--- config.mk ---
export PLATFORM = sky130hd
export DESIGN_NAME = dco_coarse_cal
export DESIGN_NICKNAME = d
export VERILOG_FILES = /design/src/rtl/dco_cal_pkg.sv /design/src/rtl/dco_cal_freq_meas.sv /design/src/rtl/dco_coarse_cal.sv
export SDC_FILE = /design/constraint.sdc
export NUM_CORES = 1
export LEC_CHECK = 0
export CAP_MARGIN = 20
export CORE_MARGIN = 2
export CORE_UTILIZATION = 40
export DETAILED_ROUTE_END_ITERATION = 8
export DONT_BUFFER_PORTS = 1
export PLACE_DENSITY = 0.65
export SETUP_SLACK_MARGIN = 0.2
export SYNTH_ARGS = -nofsm -noshare
export SYNTH_HDL_FRONTEND = slang
export SYNTH_SLANG_ARGS = --single-unit
export TNS_END_PERCENT = 20
--- constraint.sdc ---
create_clock -name CLK -period 3.5 [get_ports CLK]
set_input_delay 0.175 -clock CLK [delete_from_list [all_inputs] [get_ports CLK]]
set_output_delay 0.175 -clock CLK [all_outputs]
set_load 0.1 [all_outputs]
--- src/rtl/dco_cal_pkg.sv ---
// Shared types and helpers for the DCO coarse-band SAR calibration.
// Optional tracking loop is enabled with DCO_CAL_TRACK_EN (see dco_coarse_cal).
package dco_cal_pkg;

  localparam int DCO_DCTRL_WIDTH = 9;

  typedef enum logic [2:0] {
    ST_IDLE,
    ST_SETTLE,
    ST_MEASURE,
    ST_DECIDE,
    ST_DONE,
    ST_TRACK
  } cal_state_t;

  // Mid-scale code: only the MSB set, the first SAR trial.
  function automatic int unsigned mid_code(input int unsigned width);
    return 32'd1 << (width - 1);
  endfunction

endpackage

--- src/rtl/dco_cal_freq_meas.sv ---
// Windowed CKV edge counter: accumulates modular deltas of the retimed
// free-running CKV count over 2**WIN_LOG2 reference cycles.
module dco_cal_freq_meas #(
  parameter int CNT_W    = 10,
  parameter int WIN_LOG2 = 6
) (
  input  logic                      clk,
  input  logic                      srst,
  input  logic                      clear,
  input  logic                      meas_en,
  input  logic [CNT_W-1:0]          ckv_cnt,
  output logic                      win_done,
  output logic [CNT_W+WIN_LOG2-1:0] acc
);

  localparam int ACC_W = CNT_W + WIN_LOG2;

  logic [CNT_W-1:0]    prev_reg;
  logic [ACC_W-1:0]    acc_reg;
  logic [WIN_LOG2-1:0] win_cnt_reg;
  logic [CNT_W-1:0]    delta;

  // Modular subtraction absorbs counter wrap between samples.
  assign delta    = ckv_cnt - prev_reg;
  assign win_done = meas_en && (win_cnt_reg == '1);
  assign acc      = acc_reg;

  always_ff @(posedge clk) begin
    if (srst) begin
      prev_reg    <= '0;
      acc_reg     <= '0;
      win_cnt_reg <= '0;
    end else if (clear) begin
      prev_reg    <= ckv_cnt;
      acc_reg     <= '0;
      win_cnt_reg <= '0;
    end else if (meas_en) begin
      prev_reg    <= ckv_cnt;
      acc_reg     <= acc_reg + {{WIN_LOG2{1'b0}}, delta};
      win_cnt_reg <= win_cnt_reg + 1'b1;
    end
  end

endmodule

--- src/rtl/dco_coarse_cal.sv ---
// SAR band-select calibration of the V/DCO coarse code against a target FCW.
// Define DCO_CAL_TRACK_EN to keep nudging DCTRL by +/-1 after lock.
module dco_coarse_cal
  import dco_cal_pkg::*;
#(
  parameter int DCTRL_W    = DCO_DCTRL_WIDTH,
  parameter int CNT_W      = 10,
  parameter int FCW_W      = 16,
  parameter int FRAC_W     = 8,
  parameter int WIN_LOG2   = 6,
  parameter int SETTLE_CYC = 16
) (
  input  logic                                        CLK,
  input  logic                                        RST,
  input  logic                                        START,
  input  logic [FCW_W-1:0]                            FCW_Q,
  input  logic [CNT_W-1:0]                            CKV_CNT,
  output logic [DCTRL_W-1:0]                          DCTRL,
  output logic                                        BUSY,
  output logic                                        DONE,
  output logic                                        CAL_SAT,
  output logic signed [CNT_W+WIN_LOG2+FRAC_W:0]       CAL_ERR
);

  localparam int ACC_W = CNT_W + WIN_LOG2;
  localparam int ERR_W = ACC_W + FRAC_W + 1;
  localparam int SET_W = $clog2(SETTLE_CYC + 1);
  localparam int IDX_W = $clog2(DCTRL_W + 1);
  localparam logic [DCTRL_W-1:0] MID = DCTRL_W'(mid_code(DCTRL_W));

  cal_state_t              state_reg, state_next;
  logic [SET_W-1:0]        settle_cnt_reg;
  logic [IDX_W-1:0]        idx_reg;
  logic [FCW_W-1:0]        fcw_reg;
  logic [DCTRL_W-1:0]      dctrl_reg;
  logic signed [ERR_W-1:0] cal_err_reg;
  logic                    cal_sat_reg;
  logic                    tracking;

  logic                    settle_last, start_ok, win_done, keep;
  logic [ACC_W-1:0]        acc;
  logic [ERR_W-1:0]        meas_scaled, tgt_scaled;
  logic signed [ERR_W-1:0] meas_err;
  logic [DCTRL_W-1:0]      bit_mask, dctrl_kept, dctrl_trial;

  assign settle_last = (settle_cnt_reg == SET_W'(SETTLE_CYC - 1));
  assign start_ok    = START && (state_reg == ST_IDLE || state_reg == ST_DONE || tracking);

  dco_cal_freq_meas #(
    .CNT_W    (CNT_W),
    .WIN_LOG2 (WIN_LOG2)
  ) u_freq_meas (
    .clk      (CLK),
    .srst     (RST),
    .clear    (state_reg == ST_SETTLE && settle_last),
    .meas_en  (state_reg == ST_MEASURE),
    .ckv_cnt  (CKV_CNT),
    .win_done (win_done),
    .acc      (acc)
  );

  // Both sides scaled to edges per window in FRAC_W fixed point.
  assign meas_scaled = {1'b0, acc, {FRAC_W{1'b0}}};
  assign tgt_scaled  = ERR_W'({fcw_reg, {WIN_LOG2{1'b0}}});
  assign meas_err    = signed'(meas_scaled - tgt_scaled);
  assign keep        = meas_err[ERR_W-1] || (meas_err == '0);

  assign bit_mask    = DCTRL_W'(1) << idx_reg;
  assign dctrl_kept  = keep ? dctrl_reg : (dctrl_reg & ~bit_mask);
  assign dctrl_trial = (idx_reg != '0) ? (dctrl_kept | (bit_mask >> 1)) : dctrl_kept;

`ifdef DCO_CAL_TRACK_EN
  localparam logic signed [ERR_W-1:0] BAND = ERR_W'(1) << (WIN_LOG2 + FRAC_W - 1);
  logic tracking_reg;
  assign tracking = tracking_reg;
`else
  assign tracking = 1'b0;
`endif

  always_ff @(posedge CLK) begin
    if (RST) state_reg <= ST_IDLE;
    else     state_reg <= state_next;
  end

  always_comb begin
    state_next = state_reg;
    if (start_ok) begin
      state_next = ST_SETTLE;
    end else begin
      case (state_reg)
        ST_SETTLE:  if (settle_last) state_next = ST_MEASURE;
        ST_MEASURE: if (win_done) state_next = tracking ? ST_TRACK : ST_DECIDE;
        ST_DECIDE:  state_next = (idx_reg == '0) ? ST_DONE : ST_SETTLE;
`ifdef DCO_CAL_TRACK_EN
        ST_DONE:    state_next = ST_SETTLE;
        ST_TRACK:   state_next = ST_SETTLE;
`endif
        default:    state_next = state_reg;
      endcase
    end
  end

  always_comb begin
    BUSY = !tracking && (state_reg == ST_SETTLE || state_reg == ST_MEASURE ||
                         state_reg == ST_DECIDE);
    DONE = (state_reg == ST_DONE) || tracking;
  end

  always_ff @(posedge CLK) begin
    if (RST) begin
      settle_cnt_reg <= '0;
      idx_reg        <= IDX_W'(DCTRL_W - 1);
      fcw_reg        <= '0;
      dctrl_reg      <= MID;
      cal_err_reg    <= '0;
      cal_sat_reg    <= 1'b0;
`ifdef DCO_CAL_TRACK_EN
      tracking_reg   <= 1'b0;
`endif
    end else if (start_ok) begin
      settle_cnt_reg <= '0;
      idx_reg        <= IDX_W'(DCTRL_W - 1);
      fcw_reg        <= FCW_Q;
      dctrl_reg      <= MID;
`ifdef DCO_CAL_TRACK_EN
      tracking_reg   <= 1'b0;
`endif
    end else begin
      case (state_reg)
        ST_SETTLE: settle_cnt_reg <= settle_last ? '0 : settle_cnt_reg + 1'b1;
        ST_DECIDE: begin
          cal_err_reg <= meas_err;
          dctrl_reg   <= dctrl_trial;
          if (idx_reg != '0) idx_reg <= idx_reg - 1'b1;
          else cal_sat_reg <= (dctrl_kept == '0) || (dctrl_kept == '1);
        end
`ifdef DCO_CAL_TRACK_EN
        ST_DONE:   tracking_reg <= 1'b1;
        ST_TRACK: begin
          cal_err_reg <= meas_err;
          if (meas_err > BAND && dctrl_reg != '0)
            dctrl_reg <= dctrl_reg - 1'b1;
          else if (meas_err < -BAND && dctrl_reg != '1)
            dctrl_reg <= dctrl_reg + 1'b1;
        end
`endif
        default: ;
      endcase
    end
  end

  assign DCTRL   = dctrl_reg;
  assign CAL_SAT = cal_sat_reg;
  assign CAL_ERR = cal_err_reg;

endmodule
==> metrics.cfg <==
[job]
maxCapViolCount=0

[clock_tree]
cts_tree=done
clock_sinks=89
cts_buffers=9
cts_htree_levels=3
clk_pin_slew_ps=60
cts_root_buf=clkbuf_16
clk_path_buf_depth=2
worstSkewPairLatency_ps=350

[route]
drtIter0Drc=291
vias=4881
dr.pass1.iters=5
detail-route-antenna-nets=0
finalWirelength_um=13200
vias_per_cell=5.31
drc=0
routedWlPerCell_um=14.3

[cells_and_area]
final_core_util_pct=47.9
mostFrequentLayoutCells=128 x nand2_1, 88 x dfxtp_1, 82 x a21oi_1
final_common_cell=nand2_1
largest_reg_flops=19
fin_cells=919
antenna_cells=0
syn2layout_area_growth_pct=16.9
fin_area_um2=6370
drive_gt1_share_pct=11.6
fin_nets=811
fill_cells=1284

[floorplanning]
coreArea_um2=13300
floorplan.initialDensity_pct=41.0
pin_count=66
die_h_um=121
die_w_um=121
row_count=42
die_area_um2=14600

[timing]
timing.final.crit_share_pct=93.0
finalClockSkew_ps=5.07
finalSetupViolations=0
drv_slew=0
max_slew_margin_pct=29.3
finalHoldViolCount=0
fin_setup_tns_ps=0
timing.fmax_ghz=0.307
rsz0062_at_grt=yes
worst_pin_slew_ps=1060
fin_crit_ps=3250

[pwr]
peakVddDrop_mv=0.220
power_density_nw_per_um2=389
p_leak_nw=2.48

[global_routing]
grt_pass1_wl_um=21600
overflow=0
grt_start_max_net_pins=49
first_global_vias=4617
antenna_found_initial=1
grtUsageTotal_pct=18.3

[worst_setup_path]
crit_arrival_ps=3540
path_class=reg -> reg
start_kind=flip-flop
critPathMaxStageDelay_ps=590
cp.required_ps=3780
crit_fanout=2
slowest_stage=fa_2
path_cells=ha_4, inv_4, fa_2, ha_1, a21o_1, a21oi_1, o21bai_1, a21oi_2, o21bai_1, a21oi_2, o211ai_1, buf_4, buf_4, xor2_1, nand2_1, a21oi_1
cp-end-kind=flip-flop

[placement]
dpl.cell_count=865
place_congestion=0.900
dpl_cell_area_um2=5580
port_buffers=0
dp_hpwl_um=9420

[logic_synthesis]
async_flop_share_pct=0
synth_flop_cell=dfxtp_1
avgSynthCellArea_um2=7.70
ys_seq_area_share_pct=32.7
syn_area_um2=5450
synth_cell_types=66
ys_ff_latch=89
syn_inst=708
yosysWarnings=0
synth_edf_count=0

[min_path]
hold_path_class=in -> reg

[run_status]
outcome=completed

cell type report:
| type | instances | area [um2] | share of cell area, % |
|---|---|---|---|
| clock inverters | 5 | 77.6 | 1.22 |
| well taps | 176 | 220 | 3.45 |
| flip-flops and latches | 89 | 1780 | 28.0 |
| inverters | 45 | 171 | 2.69 |
| clock buffers | 11 | 253 | 3.96 |
| repair buffers | 55 | 489 | 7.67 |
| multi-input cells | 538 | 3380 | 53.0 |
cell usage after synthesis (5+ instances only):
library cell | count | area share (%)
nor2b_1 | 5 | 0.57
clkbuf_1 | 20 | 1.4
nand4_1 | 7 | 0.80
a21o_1 | 7 | 0.96
nor3_1 | 7 | 0.64
buf_4 | 8 | 1.1
nor2_1 | 52 | 3.6
o31ai_1 | 12 | 1.7
inv_1 | 45 | 3.1
and2_1 | 5 | 0.57
xor2_1 | 14 | 2.2
o21bai_1 | 5 | 0.69
o21ai_0 | 20 | 1.8
nand2_1 | 128 | 8.8
a21oi_1 | 93 | 8.5
or3_1 | 8 | 0.92
o21a_1 | 5 | 0.69
nand3_1 | 20 | 1.8
xnor2_1 | 21 | 3.4
ha_1 | 42 | 9.6
dfxtp_1 | 89 | 33
o211ai_1 | 6 | 0.83
a211oi_1 | 9 | 1.2
power by group:
group / internal (W) / switching, W / leakage (nW)
Clock: 0.000662 / 0.000405 / 0.162
Combinational: 0.000156 / 0.000225 / 1.60
Sequential: 0.00103 / 0.00000887 / 0.720
metrics by stage:
stage | power, W | worst slack (ps) | hold WS [ps]
2_1_floorplan | 0.00134 | 395 | 311
3_3_place_gp | 0.00137 | 228 | 252
3_5_place_dp | 0.00137 | 106 | 254
4_1_cts | 0.00248 | 169 | 4.28
5_1_grt | 0.00258 | 49.9 | 10.4
6_report | 0.00248 | 246 | 20.8
logic make-up after synthesis:
family / after synthesis / synth area share, %
buffers and inverters: 86 / 7.55
and+or+nand+nor: 262 / 22.0
muxes: 4 / 0.734
other: 1 / 0.0688
AOI/OAI and AO/OA: 187 / 21.0
adders and majority gates: 44 / 10.4
xor gates and xnor gates: 35 / 5.62
DFF: 89 / 32.7
worst max-delay path, delay by kind of cell (launching register included):
family	cells	cell delay, ps
AO/OA/AOI/OAI	8	1340
XOR/XNOR	1	120
adder cells (fa/ha/maj)	3	980
buffers and inverters	3	330
flip-flops	1	360
AND/OR/NAND/NOR	1	60
repair_timing:
item | CTS | global route
endpoints found under the setup margin | 6 | 17
hold buffers | 25 | 0
setup buffers | 4 | 9
pin swaps | 3 | 24
gates resized for setup | 3 | 30
endpoints found under the hold margin | 48 | 0
per-layer routing:
layer  global-route usage [%]  share of wire (%)  vias up
met3                     4.95                5.6       31
met4                     8.07                2.8        2
met1                     23.2                 47     2201
li1                         -                  -     2517
met2                     29.0                 44      130
met5                        0              0.099        -
path summary, 6_finish.rpt:
check,start,end,slack [ps],depth (start not counted)
max,u_freq_meas.prev_reg[0]$_SDFFE_PP0P_,u_freq_meas.acc[9]$_SDFFE_PP0P_,250,16
min,FCW_Q[11],fcw_reg[11]$_SDFFE_PP0P_,20,2
max reg2reg,u_freq_meas.prev_reg[0]$_SDFFE_PP0P_,u_freq_meas.acc[9]$_SDFFE_PP0P_,250,16
min reg2reg,fcw_reg[10]$_SDFFE_PP0P_,fcw_reg[10]$_SDFFE_PP0P_,460,2
(Power assumes the default switching activity.)
